`src/rtl/ifetch_if.sv`:
```
// Fetch-stage bus: instruction-memory read port and the decode-side valid/ready handshake.
// master = fetch stage, slave = memory + decode environment.
interface ifetch_if #(
  parameter int unsigned ADDR_W = 8,
  parameter int unsigned DATA_W = 16
);
  logic              mem_req;
  logic [ADDR_W-1:0] mem_adrs;
  logic              mem_ack;
  logic [DATA_W-1:0] mem_rdata;
  logic              ir_valid;
  logic              ir_ready;
  logic [DATA_W-1:0] ir_data;
  logic [ADDR_W-1:0] ir_adrs;

  modport master (
    output mem_req, mem_adrs, ir_valid, ir_data, ir_adrs,
    input  mem_ack, mem_rdata, ir_ready
  );

  modport slave (
    input  mem_req, mem_adrs, ir_valid, ir_data, ir_adrs,
    output mem_ack, mem_rdata, ir_ready
  );
endinterface

```
`src/rtl/ifetch.sv`:
```
// Instruction fetch: single-outstanding memory read, PC advance on completion, small FIFO to decode.
// Optional memory timeout with sticky fetch_err and ERR state under macro IFETCH_TIMEOUT_EN.
module ifetch #(
  parameter int unsigned ADDR_W  = 8,
  parameter int unsigned DATA_W  = 16,
  parameter int unsigned DEPTH   = 2,
  parameter int unsigned TIMEOUT = 15
) (
  input  logic              clk,
  input  logic              rst,
  input  logic [ADDR_W-1:0] pc_adrs,
  output logic              pc_en,
  input  logic              flush,
  output logic              fetch_err,
  ifetch_if.master          bus
);

  localparam int unsigned PTR_W = $clog2(DEPTH);
  localparam int unsigned CNT_W = $clog2(DEPTH + 1);

  if (DEPTH < 2 || (DEPTH & (DEPTH - 1)) != 0 || TIMEOUT == 0) begin : g_param_check
    $error("ifetch: DEPTH must be a power of two >= 2 and TIMEOUT >= 1");
  end

  typedef struct packed {
    logic [ADDR_W-1:0] adrs;
    logic [DATA_W-1:0] data;
  } entry_t;

`ifdef IFETCH_TIMEOUT_EN
  localparam int unsigned TO_W = $clog2(TIMEOUT + 1);
  typedef enum logic [1:0] {S_IDLE = 2'd0, S_WAIT = 2'd1, S_ERR = 2'd2} state_e;
  logic [TO_W-1:0] tmo_q, tmo_d;
  logic            err_q, err_d;
`else
  typedef enum logic {S_IDLE = 1'b0, S_WAIT = 1'b1} state_e;
`endif

  state_e            state_q, state_d;
  logic              req_q, req_d;
  logic [ADDR_W-1:0] adrs_q, adrs_d;
  logic [CNT_W-1:0]  count_q, count_d;
  logic [PTR_W-1:0]  wr_ptr_q, rd_ptr_q;
  entry_t            fifo_q [DEPTH];
  logic              push, pop;

  assign pc_en        = (state_q == S_WAIT) && bus.mem_ack && !flush;
  assign bus.mem_req  = req_q;
  assign bus.mem_adrs = adrs_q;
  assign bus.ir_valid = (count_q != '0);
  assign bus.ir_data  = fifo_q[rd_ptr_q].data;
  assign bus.ir_adrs  = fifo_q[rd_ptr_q].adrs;
  assign pop          = bus.ir_valid && bus.ir_ready;
  assign count_d      = flush ? '0 : count_q + CNT_W'(push) - CNT_W'(pop);

`ifdef IFETCH_TIMEOUT_EN
  assign fetch_err = err_q;
`else
  assign fetch_err = 1'b0;
`endif

  // Next-state logic; flush overrides whatever the current state decided.
  always_comb begin
    state_d = state_q;
    req_d   = req_q;
    adrs_d  = adrs_q;
    push    = 1'b0;
`ifdef IFETCH_TIMEOUT_EN
    err_d   = err_q;
    tmo_d   = tmo_q;
`endif
    case (state_q)
      S_IDLE: begin
        if (count_q < CNT_W'(DEPTH)) begin
          state_d = S_WAIT;
          req_d   = 1'b1;
          adrs_d  = pc_adrs;
`ifdef IFETCH_TIMEOUT_EN
          tmo_d   = '0;
`endif
        end
      end
      S_WAIT: begin
        if (bus.mem_ack) begin
          push    = 1'b1;
          req_d   = 1'b0;
          state_d = S_IDLE;
        end
`ifdef IFETCH_TIMEOUT_EN
        else if (tmo_q == TO_W'(TIMEOUT - 1)) begin
          req_d   = 1'b0;
          err_d   = 1'b1;
          state_d = S_ERR;
        end else begin
          tmo_d = tmo_q + TO_W'(1);
        end
`endif
      end
`ifdef IFETCH_TIMEOUT_EN
      S_ERR:   ;
      default: state_d = S_IDLE;
`endif
    endcase
    if (flush) begin
      state_d = S_IDLE;
      req_d   = 1'b0;
      push    = 1'b0;
`ifdef IFETCH_TIMEOUT_EN
      err_d   = 1'b0;
`endif
    end
  end

  always_ff @(posedge clk or negedge rst) begin
    if (!rst) begin
      state_q  <= S_IDLE;
      req_q    <= 1'b0;
      adrs_q   <= '0;
      count_q  <= '0;
      wr_ptr_q <= '0;
      rd_ptr_q <= '0;
      fifo_q   <= '{default: '0};
    end else begin
      state_q <= state_d;
      req_q   <= req_d;
      adrs_q  <= adrs_d;
      count_q <= count_d;
      if (flush) begin
        wr_ptr_q <= '0;
        rd_ptr_q <= '0;
      end else begin
        if (push) begin
          fifo_q[wr_ptr_q] <= '{adrs: adrs_q, data: bus.mem_rdata};
          wr_ptr_q         <= wr_ptr_q + PTR_W'(1);
        end
        if (pop) rd_ptr_q <= rd_ptr_q + PTR_W'(1);
      end
    end
  end

`ifdef IFETCH_TIMEOUT_EN
  always_ff @(posedge clk or negedge rst) begin
    if (!rst) begin
      tmo_q <= '0;
      err_q <= 1'b0;
    end else begin
      tmo_q <= tmo_d;
      err_q <= err_d;
    end
  end
`endif

endmodule

```
`src/flat_wrapper.sv`:
```
// flat-port wrapper written by rule: the top's interface ports become plain ports
module ifetch_flat 
#(
  parameter int unsigned ADDR_W  = 8,
  parameter int unsigned DATA_W  = 16,
  parameter int unsigned DEPTH   = 2,
  parameter int unsigned TIMEOUT = 15
)
  (clk, rst, pc_adrs, pc_en, flush, fetch_err, bus_mem_req, bus_mem_adrs, bus_ir_valid, bus_ir_data, bus_ir_adrs, bus_mem_ack, bus_mem_rdata, bus_ir_ready);
  ifetch_if #(.ADDR_W(ADDR_W), .DATA_W(DATA_W)) bus_i ();
  input  logic clk;
  input  logic rst;
  input  logic [ADDR_W-1:0] pc_adrs;
  output logic pc_en;
  input  logic flush;
  output logic fetch_err;
  output wire logic [$bits(bus_i.mem_req)-1:0] bus_mem_req;
  output wire logic [$bits(bus_i.mem_adrs)-1:0] bus_mem_adrs;
  output wire logic [$bits(bus_i.ir_valid)-1:0] bus_ir_valid;
  output wire logic [$bits(bus_i.ir_data)-1:0] bus_ir_data;
  output wire logic [$bits(bus_i.ir_adrs)-1:0] bus_ir_adrs;
  input wire logic [$bits(bus_i.mem_ack)-1:0] bus_mem_ack;
  input wire logic [$bits(bus_i.mem_rdata)-1:0] bus_mem_rdata;
  input wire logic [$bits(bus_i.ir_ready)-1:0] bus_ir_ready;
  assign bus_mem_req = bus_i.mem_req;
  assign bus_mem_adrs = bus_i.mem_adrs;
  assign bus_ir_valid = bus_i.ir_valid;
  assign bus_ir_data = bus_i.ir_data;
  assign bus_ir_adrs = bus_i.ir_adrs;
  assign bus_i.mem_ack = bus_mem_ack;
  assign bus_i.mem_rdata = bus_mem_rdata;
  assign bus_i.ir_ready = bus_ir_ready;
  ifetch #(.ADDR_W(ADDR_W), .DATA_W(DATA_W), .DEPTH(DEPTH), .TIMEOUT(TIMEOUT)) u_core (.clk(clk), .rst(rst), .pc_adrs(pc_adrs), .pc_en(pc_en), .flush(flush), .fetch_err(fetch_err), .bus(bus_i));
endmodule
```
`config.mk`:
```
export PLATFORM = sky130hd
export DESIGN_NAME = ifetch_flat
export DESIGN_NICKNAME = d
export VERILOG_FILES = /design/src/rtl/ifetch_if.sv /design/src/rtl/ifetch.sv /design/src/flat_wrapper.sv
export SDC_FILE = /design/constraint.sdc
export NUM_CORES = 1
export LEC_CHECK = 0
export CAP_MARGIN = 40
export CORE_MARGIN = 8
export CORE_UTILIZATION = 50
export CTS_CLUSTER_DIAMETER = 40
export DETAILED_ROUTE_END_ITERATION = 10
export HOLD_SLACK_MARGIN = 0.03
export PLACE_DENSITY_LB_ADDON = 0.15
export SLEW_MARGIN = 30
export SYNTH_ARGS = -nofsm -noshare
export SYNTH_HDL_FRONTEND = slang
export SYNTH_SLANG_ARGS = --single-unit
```
`constraint.sdc`:
```
create_clock -name clk -period 2 [get_ports clk]
set_input_delay 0.6 -clock clk [delete_from_list [all_inputs] [get_ports clk]]
set_output_delay 0.6 -clock clk [all_outputs]
set_load 0.02 [all_outputs]
```
==> results of run 1 <==
## state kept, by name, summed over array words and instances, names as in the netlist
register / cells
u_core.bus.mem_req: 1
u_core.count_q: 2
u_core.rd_ptr_q: 1
u_core.fifo_q: 48
u_core.wr_ptr_q: 1
u_core.bus.mem_adrs: 8
u_core.state_q: 1
## cells by family after synthesis
| family | Yosys count |
|---|---|
| simple gates | 12 |
| xor+xnor | 1 |
| compound gates | 6 |
| buf+inv | 13 |
| flops | 62 |
| other cells | 1 |
| mux | 81 |
| fa+ha+maj | 2 |
## power breakdown
group / leakage (nW) / internal, mW / switching [mW]
Combinational: 1.07 / 1.65 / 1.08
Clock: 0.102 / 0.593 / 0.446
Sequential: 0.770 / 1.74 / 0.294
## cell usage in the layout, fill, tap and decap left out, types with 2 or more instances in the layout
master           instances
buf_6                   26
buf_12                   6
mux2_2                  46
inv_1                    2
and2b_2                  2
nor2_1                   2
dfrtp_1                 62
buf_4                    8
mux2_4                  35
clkinv_2                 4
clkdlybuf4s50_1         29
clkbuf_8                10
ha_1                     2
dlymetal6s2s_1           7
## worst max-delay path, cell delays in order, from the launching register on
cell and delay [ps]:
dfrtp_1 380, buf_6 140, clkbuf_16 150, mux2_4 300, buf_6 130
## final cells by class
class	count	area, um2	share of cell area (%)
tap	72	90.1	2.24
inverter	2	7.51	0.187
sequential	62	1550	38.6
clock buffer	10	138	3.43
timing repair buffer	81	932	23.2
multi-input combinational	103	1250	31.1
clock inverter	5	50.0	1.25
## Yosys cell counts
library cell,instances,area [um2]
buf_6,2,22.5
nand2_1,1,3.75
mux2_2,61,687
buf_4,2,15.0
or2_2,1,6.26
o21a_1,1,7.51
nand3b_1,1,7.51
a211oi_1,1,7.51
mux2_4,20,300
xnor3_1,1,22.5
nor2b_1,1,6.26
a21bo_2,1,10.0
conb_1,1,3.75
nor2_2,1,6.26
inv_1,2,7.51
nor2_1,3,11.3
ha_1,2,25.0
and2b_2,2,17.5
a21boi_0,1,7.51
buf_12,2,40.0
o21ba_2,1,10.0
dfrtp_1,62,1550
and4bb_1,1,12.5
buf_2,5,25.0
a21oi_1,1,5.00
nand4b_4,1,23.8
## layer usage
layer | global-route usage (%) | share of wire [%]
met4 | 6.68 | 1.3
met1 | 17.6 | 42
met3 | 4.20 | 4.8
met5 | 0 | 0
met2 | 25.2 | 52
## through the flow
step           setup WS (ps)  cells  instance area (um2)
2_1_floorplan            319    178                 2840
3_3_place_gp            -495    313                 3610
3_5_place_dp            -549    313                 3610
4_1_cts                -49.2    331                 3810
5_1_grt                -68.5    335                 4020
6_report               -37.4    335                 4020
## worst max-delay path by stage
stage / cells past startpoint / slack [ps] / startpoint / end
floorplan: 3 / 320 / u_core.rd_ptr_q / bus_ir_adrs[1]
global placement: 4 / -490 / bus_mem_ack / pc_en
detailed placement: 4 / -550 / bus_mem_ack / pc_en
CTS: 4 / -50 / u_core.rd_ptr_q / bus_ir_data[11]
global route: 4 / -70 / u_core.rd_ptr_q / bus_ir_data[7]
finish: 4 / -40 / u_core.rd_ptr_q / bus_ir_adrs[1]
## repair_timing
action | CTS | global route
pin swaps | 0 | 1
cloned | 1 | 1
endpoints found under the setup margin | 26 | 32
gates resized for setup | 130 | 50
setup buffers | 2 | 3
==> results.json, run 1 <==
{
  "outcome": "finished with violations",
  "syn-num-nets": 209,
  "fp.dieW_um": 91.4,
  "rsz0062_at_grt": "yes",
  "maxSlewHeadroom_pct": 63.7,
  "gp_congestion": 0.720,
  "synth.ff_latch_count": 62,
  "postLayoutSetupSlackWorst_ps": -37.4,
  "vias": 1702,
  "synth_top_family_by_area": "multiplexers",
  "cts_hold_buf": 0,
  "synthesis.area_um2": 2840,
  "grt.total_usage_pct": 15.1,
  "drtAntennaViolNets": 0,
  "synth_compound_area_share_pct": 1.67,
  "avgViaCountPerCell": 5.08,
  "initial_utilization_pct": 51.6,
  "drive_gt1_share_pct": 57.0,
  "clock_tree.root_cell": "clkbuf_8",
  "portBuffers": 63,
  "cp-end-kind": "primary output",
  "total_leakage_power_nw": 1.94,
  "final.period_utilization_pct": 102,
  "period_minus_slack_ps": 2040,
  "reg2regPathDepth": 3,
  "cts_buffers": 9,
  "clock_skew_ps": 10.6,
  "slew_violations": 0,
  "area_growth_pct": 41.3,
  "setup_viol": 24,
  "nets": 290,
  "cp-start-kind": "flip-flop",
  "first_iter_violations": 43,
  "overflow": 0,
  "path_clk_slew_ps": 60,
  "yosys.area_share.simple_pct": 3.35,
  "hold_viol": 0,
  "tritoncts": "yes",
  "drtPass1Iterations": 4,
  "hold_path_class": "primary input to async pin",
  "wl_um": 6120,
  "r2r-end": "u_core.bus.mem_adrs[7]",
  "htreeDepth": 3,
  "coreArea_um2": 5510,
  "dieHeight_um": 91.4,
  "worst_hold_slack_ps": 282,
  "worstMarginPinSlew_ps": 544,
  "synthAdderAreaFrac_pct": 0.880,
  "synth_cell_types": 26,
  "grt_max_degree": 63,
  "io_pins": 65,
  "reg2reg_from": "u_core.state_q",
  "clk_latency_ps": 330,
  "synthCells": 178,
  "num_rows": 27,
  "antenna_found_initial": 0,
  "grt_pass1_wl_um": 10000,
  "violations": "negative setup slack",
  "power_density_nw_per_um2": 1440,
  "fin_util_pct": 72.9,
  "synthMuxAreaShare_pct": 34.7,
  "nFillCells": 363,
  "cts.sinks": 62,
  "routedWlPerCell_um": 18.3,
  "n_antenna_cell": 0,
  "avgSynthCellArea_um2": 16.0,
  "ys_seq_area_share_pct": 54.6,
  "worstPathRequired_ps": 1400,
  "drv_cap": 0,
  "synth-xor-area-share_pct": 0.792,
  "yosys_warnings": 0,
  "clockBufferDepth": 2,
  "grt_pass1_vias": 1907,
  "arrival_ps": 1440,
  "crit_type": "flip-flop to primary output",
  "p_total_mw": 5.80,
  "critPathMaxFanout": 5,
  "dieArea_um2": 8350,
  "ir_drop_v": 0.000749,
  "fmax_mhz": 491,
  "fin_tns_setup_ps": -463,
  "dp_hpwl_um": 4050,
  "drcViolationCount": 0,
  "r2r_slack_ps": 490
}
Note: power is estimated with default switching activity, not from simulation.
==> run 2: changes to the inputs <==
Settings changed: CORE_MARGIN 8 to 2, SKIP_CTS_REPAIR_TIMING set to 1.
==> run 2 against run 1 <==
The run still ends with negative setup slack left. Maximum frequency fell by 2.2%. Non-clock buffer count down 4. Hold slack lost 11 ps. Via count increased by 1.2%. Clock power down 5%. Final area shrank 1.7%. Flip-flop and latch count is the same. Clock skew shrank 7.9 ps. Power fell by 0.55%. Critical path type unchanged.
==> results.json, run 2 (synthesis gave the netlist of run 1 again) <==
{
  "io_pins": 65,
  "tritoncts": "yes",
  "pwr-share-seq_pct": 35.8,
  "setup_viol": 25,
  "p_comb_share_pct": 47.1,
  "top_register": "u_core.fifo_q",
  "total_leakage_power_nw": 1.87,
  "antenna_found_initial": 0,
  "hold_viol": 0,
  "reg2regPathDepth": 6,
  "worstPathRequired_ps": 1400,
  "finish.instance_area_um2": 3950,
  "post_dp_cell_area_um2": 3620,
  "clk_latency_ps": 320,
  "clock_skew_ps": 2.61,
  "crit_type": "flip-flop to primary output",
  "area_growth_pct": 39.0,
  "first_iter_violations": 70,
  "fin_util_pct": 71.7,
  "nFillCells": 370,
  "rsz0062_at_grt": "yes",
  "cts.sinks": 62,
  "grt_pass1_vias": 1945,
  "ir_drop_v": 0.000776,
  "n_antenna_cell": 0,
  "initial_utilization_pct": 51.6,
  "gp_congestion": 0.736,
  "dieHeight_um": 79.4,
  "critPathMaxFanout": 5,
  "violations": "negative setup slack",
  "dieArea_um2": 6300,
  "startpoint": "u_core.rd_ptr_q",
  "intPower_mw": 3.94,
  "reg2reg_from": "u_core.count_q[1]",
  "clockBufferDepth": 2,
  "drcViolationCount": 0,
  "cts_buffers": 9,
  "grt_max_degree": 63,
  "path_clk_slew_ps": 60,
  "hold_path_class": "primary input to async pin",
  "worstMarginPinSlew_ps": 524,
  "layout_commonest_cell": "dfrtp_1",
  "largest_reg_flops": 48,
  "period_minus_slack_ps": 2080,
  "nets": 286,
  "fin_tns_setup_ps": -564,
  "final.period_utilization_pct": 104,
  "pwr-share-clk_pct": 17.0,
  "cp-start-kind": "flip-flop",
  "maxSlewHeadroom_pct": 65.0,
  "wl_um": 5980,
  "num_rows": 27,
  "power.switching_mw": 1.83,
  "grt.total_usage_pct": 20.1,
  "grt_pass1_wl_um": 9540,
  "fmax_mhz": 480,
  "arrival_ps": 1480,
  "drtAntennaViolNets": 0,
  "slew_violations": 0,
  "swShare_pct": 31.7,
  "routedWlPerCell_um": 18.1,
  "drive_gt1_share_pct": 55.4,
  "dp_hpwl_um": 3840,
  "htreeDepth": 3,
  "vias": 1722,
  "avgViaCountPerCell": 5.22,
  "outcome": "finished with violations",
  "cp-end-kind": "primary output",
  "coreArea_um2": 5510,
  "overflow": 0,
  "drv_cap": 0,
  "fp.dieW_um": 79.4,
  "drtPass1Iterations": 4,
  "power_density_nw_per_um2": 1460,
  "postLayoutSetupSlackWorst_ps": -82.8,
  "p_total_mw": 5.77,
  "most-common-layout-cells": "61 x dfrtp_1, 42 x mux2_4, 39 x mux2_2",
  "clock_tree.root_cell": "clkbuf_8",
  "portBuffers": 63
}
run 2: area by class of cell:
type | count | area, um2 | area share (%)
sequential | 62 | 1550 | 39.3
multi-input combinational | 103 | 1260 | 32.0
timing repair buffer | 77 | 862 | 21.8
clock buffer | 13 | 169 | 4.28
tap | 72 | 90.1 | 2.28
inverter | 2 | 7.51 | 0.190
clock inverter | 1 | 5.00 | 0.127
run 2: stage by stage:
stage | setup WS [ps] | hold slack [ps] | instances
2_1_floorplan | 319 | 304 | 178
4_1_cts | -506 | 282 | 328
3_3_place_gp | -488 | 481 | 314
3_5_place_dp | -501 | 492 | 314
6_report | -82.8 | 272 | 330
5_1_grt | -126 | 286 | 330
run 2: routing by layer:
| layer | track usage, % | vias up | part of all wire [%] |
|---|---|---|---|
| li1 | - | 783 | - |
| met1 | 24.5 | 888 | 44 |
| met2 | 34.7 | 44 | 51 |
| met3 | 4.07 | 7 | 3.5 |
| met4 | 8.28 | 0 | 1.4 |
| met5 | 0 | - | 0 |
run 2: critical path: stages (launching register included):
cell and delay, ps:
dfrtp_2 470, clkbuf_16 190, mux2_2 340, clkbuf_2 160
run 2: power groups by stage:
stage	Combinational, mW	Sequential (mW)	Clock, mW
2_1_floorplan	1.41	2.01	0
3_3_place_gp	2.37	1.98	0
3_5_place_dp	2.43	2.04	0
4_1_cts	2.45	2.03	1.01
5_1_grt	2.86	2.12	1.07
6_report	2.72	2.07	0.983
run 2: worst paths after layout:
kind / end / slack, ps
setup / recovery: bus_ir_adrs[6] / -80
hold / removal: u_core.fifo_q[37] / 270
setup reg to reg: u_core.count_q[0] / 440
hold reg to reg: u_core.fifo_q[21] / 510
max in group asynchronous: u_core.rd_ptr_q / 1440
min in group clk: u_core.fifo_q[21] / 510
==> variant, RTL diff (config.mk and constraints of run 1) <==
Add a define of `IFETCH_TIMEOUT_EN`.
--- a/src/rtl/ifetch.sv
+++ b/src/rtl/ifetch.sv
@@ -2,2 +2,4 @@
 // Optional memory timeout with sticky fetch_err and ERR state under macro IFETCH_TIMEOUT_EN.
+`define IFETCH_TIMEOUT_EN
+
 module ifetch #(
Behaviour: same outputs for any inputs over 4 cycles, from zero or initial values and one cycle with rst low; that may be too few to reach the edited logic, so the function may still have changed.
==> variant against run 1 <==
- the flow still finishes with violations (negative setup slack)
- count of clock-buffer cells in the layout did not move
- utilization fell by 3.1 points
- synthesized area rose by 12%
- critical path type unchanged
- sequential cell count rose by 6
- final area rose by 8.5%
- via count rose by 17%
- power rose by 8.2%
- die area rose by 9.6%
- worst hold slack got worse by 12 ps
- wire length rose by 6.2%
- non-clock buffer count rose by 5
- worst setup slack got worse by 57 ps
==> variant: results (changes against run 1) <==
CTS
  • Clk slew on worst S/H paths: 70 ps
  • Total CTS buffers: 9 (unchanged)
  • Max Root-Sink Buffers: 2 (unchanged)
  • Htree depth: 3 (unchanged)
  • CTS root buf: clkbuf_8

Layout
  • Final std cells w/o fill: 382 (+14%)
  • Layout cells sized above 1: 49.8% (-7.2 points)
  • FILL cells: 448 (+23%)
  • ANT cells: 0 (unchanged)
  • Final Net Count: 333 (+15%)
  • Largest register FFs: 48 (unchanged)
  • Multi-input combinational cell area: 1370 sq um (+9.7%)
  • Reg with most FFs: u_core.fifo_q

Synthesis
  • Post-synthesis average cell area: 14.8 sq um (-7.6%)
  • Synthesized Nets: 248 (+19%)
  • Ys async rst share: 100% (unchanged)
  • Seq/Total Area, Yosys: 53.6% (-0.97 points)
  • Top cells by area, synth: dfrtp_1 54%, mux2_2 22%, mux2_4 9.5%
  • Main synth FF type: dfrtp_1
  • Unique masters post-synth: 37 (+42%)
  • Most common library cells after synthesis: 68 x dfrtp_1, 61 x mux2_2, 20 x mux2_4
  • YS warnings: 0 (unchanged)

Power and ir drop
  • Sw power: 1.93 mW (+6.3%)
  • Worst VDD drop: 0.845 mV (+13%)
  • Leakage: 2.08 nW (+7.1%)
  • Power Sequential: 2.18 mW (+7%)
  • Tot Pwr: 6.27 mW (+8.2%)
  • Clk pwr: 1.38 mW (+33%)

Global routing
  • Pin count of the biggest net entering global routing: 69 (+9.5%)
  • Initial antenna violation count: 0 (unchanged)
  • First-pass GRT wire length: 10800 um (+7.9%)
  • Met3 Resource Use GR: 5.35% (+1.2 points)
  • Vias in the first global route: 2145 (+12%)
  • GRT met1 Usage: 19.7% (+2.1 points)
  • Met2 usage: 23.4% (-1.8 points)
  • Gr usage total: 15.4% (+0.28 points)

Placement
  • Port Buffers: 64 (+1.6%)
  • Setup WS pre-CTS: -560 ps (-11.0 ps)
  • DP HPWL: 4420 um (+9.2%)
  • Cell Count Post-Placement: 362 (+16%)
  • Dpl cell area: 3990 sq um (+10%)
  • Final GP Congestion: 0.794 (+10%)

Detailed routing
  • DR vias: 1997 (+17%)
  • WL/cell: 17.0 um (-6.9%)
  • Highest routed layer: met4
  • Met3 WL post-DR: 448 um (+53%)
  • Initial DRC Count: 57 (+33%)
  • Routed length on met2: 3060 um (-3.4%)
  • 1st-pass router iterations: 4 (unchanged)
  • Met1 wire length: 2900 um (+12%)

Setup path
  • Peak fanout along the critical path: 8 (+3)
  • Arrival time worst endpoint: 1490 ps (+50 ps)

STA
  • Final WS setup: -94.2 ps (-56.8 ps)
  • Clock Skew: 7.28 ps (-3.27 ps)
  • Worst Tran Pin Value: 364 ps (-179 ps)
  • TNS Setup: -468 ps (-5.25 ps)
  • Final setup viols: 16 (-33%)

Run status
  • Status: finished with violations
  • Failing checks: negative setup slack
==> variant: cell count changes in the layout (fill, tap and decap cells not counted), sizes merged, moves of 3 or more <==
cell,change
o21ai,+3
dfrtp,+6
nand3,+5
inv,+5
buf,+5
==> variant: final cells by class <==
class | instances | area share, %
Tap cell | 77 | 2.21
Timing Repair Buffer | 86 | 21.0
Clock inverter | 6 | 2.56
Multi-Input combinational cell | 128 | 31.4
Sequential cell | 68 | 39.1
Clock buffer | 10 | 3.16
Inverter | 7 | 0.603
==> variant: worst paths after layout <==
kind / from / to / slack [ps] / cells after the start
max in group asynchronous: rst / u_core.rd_ptr_q / 1420 / 2
min in group clk: u_core.fifo_q[34] / u_core.fifo_q[34] / 510 / 1
setup reg to reg: u_core.state_q[1] / u_core.fifo_q[42] / 330 / 5
hold reg to reg: u_core.fifo_q[34] / u_core.fifo_q[34] / 510 / 1
setup / recovery: u_core.rd_ptr_q / bus_ir_adrs[4] / -90 / 4
hold / removal: rst / u_core.fifo_q[29] / 270 / 2
==> variant: repair_timing <==
item,CTS,global route
hold endpoints to repair,0,0
gates cloned,1,0
setup buffers,4,1
setup endpoints to repair,28,37
hold buffers,0,0
gates resized for setup,142,31
pin swaps,0,1
==> variant: cells by family after synthesis <==
logic type      Yosys count  share of synthesized area [%]
compound gates           14                           3.11
xor+xnor                  4                           1.10
fa+ha+maj                 4                           1.58
buf+inv                  19                           4.45
flops                    68                           53.6
mux                      81                           31.1
simple gates             25                           5.05
==> variant: critical path, cell delays in order (launching register included) <==
cell and delay, ps:
dfrtp_2 450, buf_6 160, buf_6 110, mux2_4 300, buf_6 130
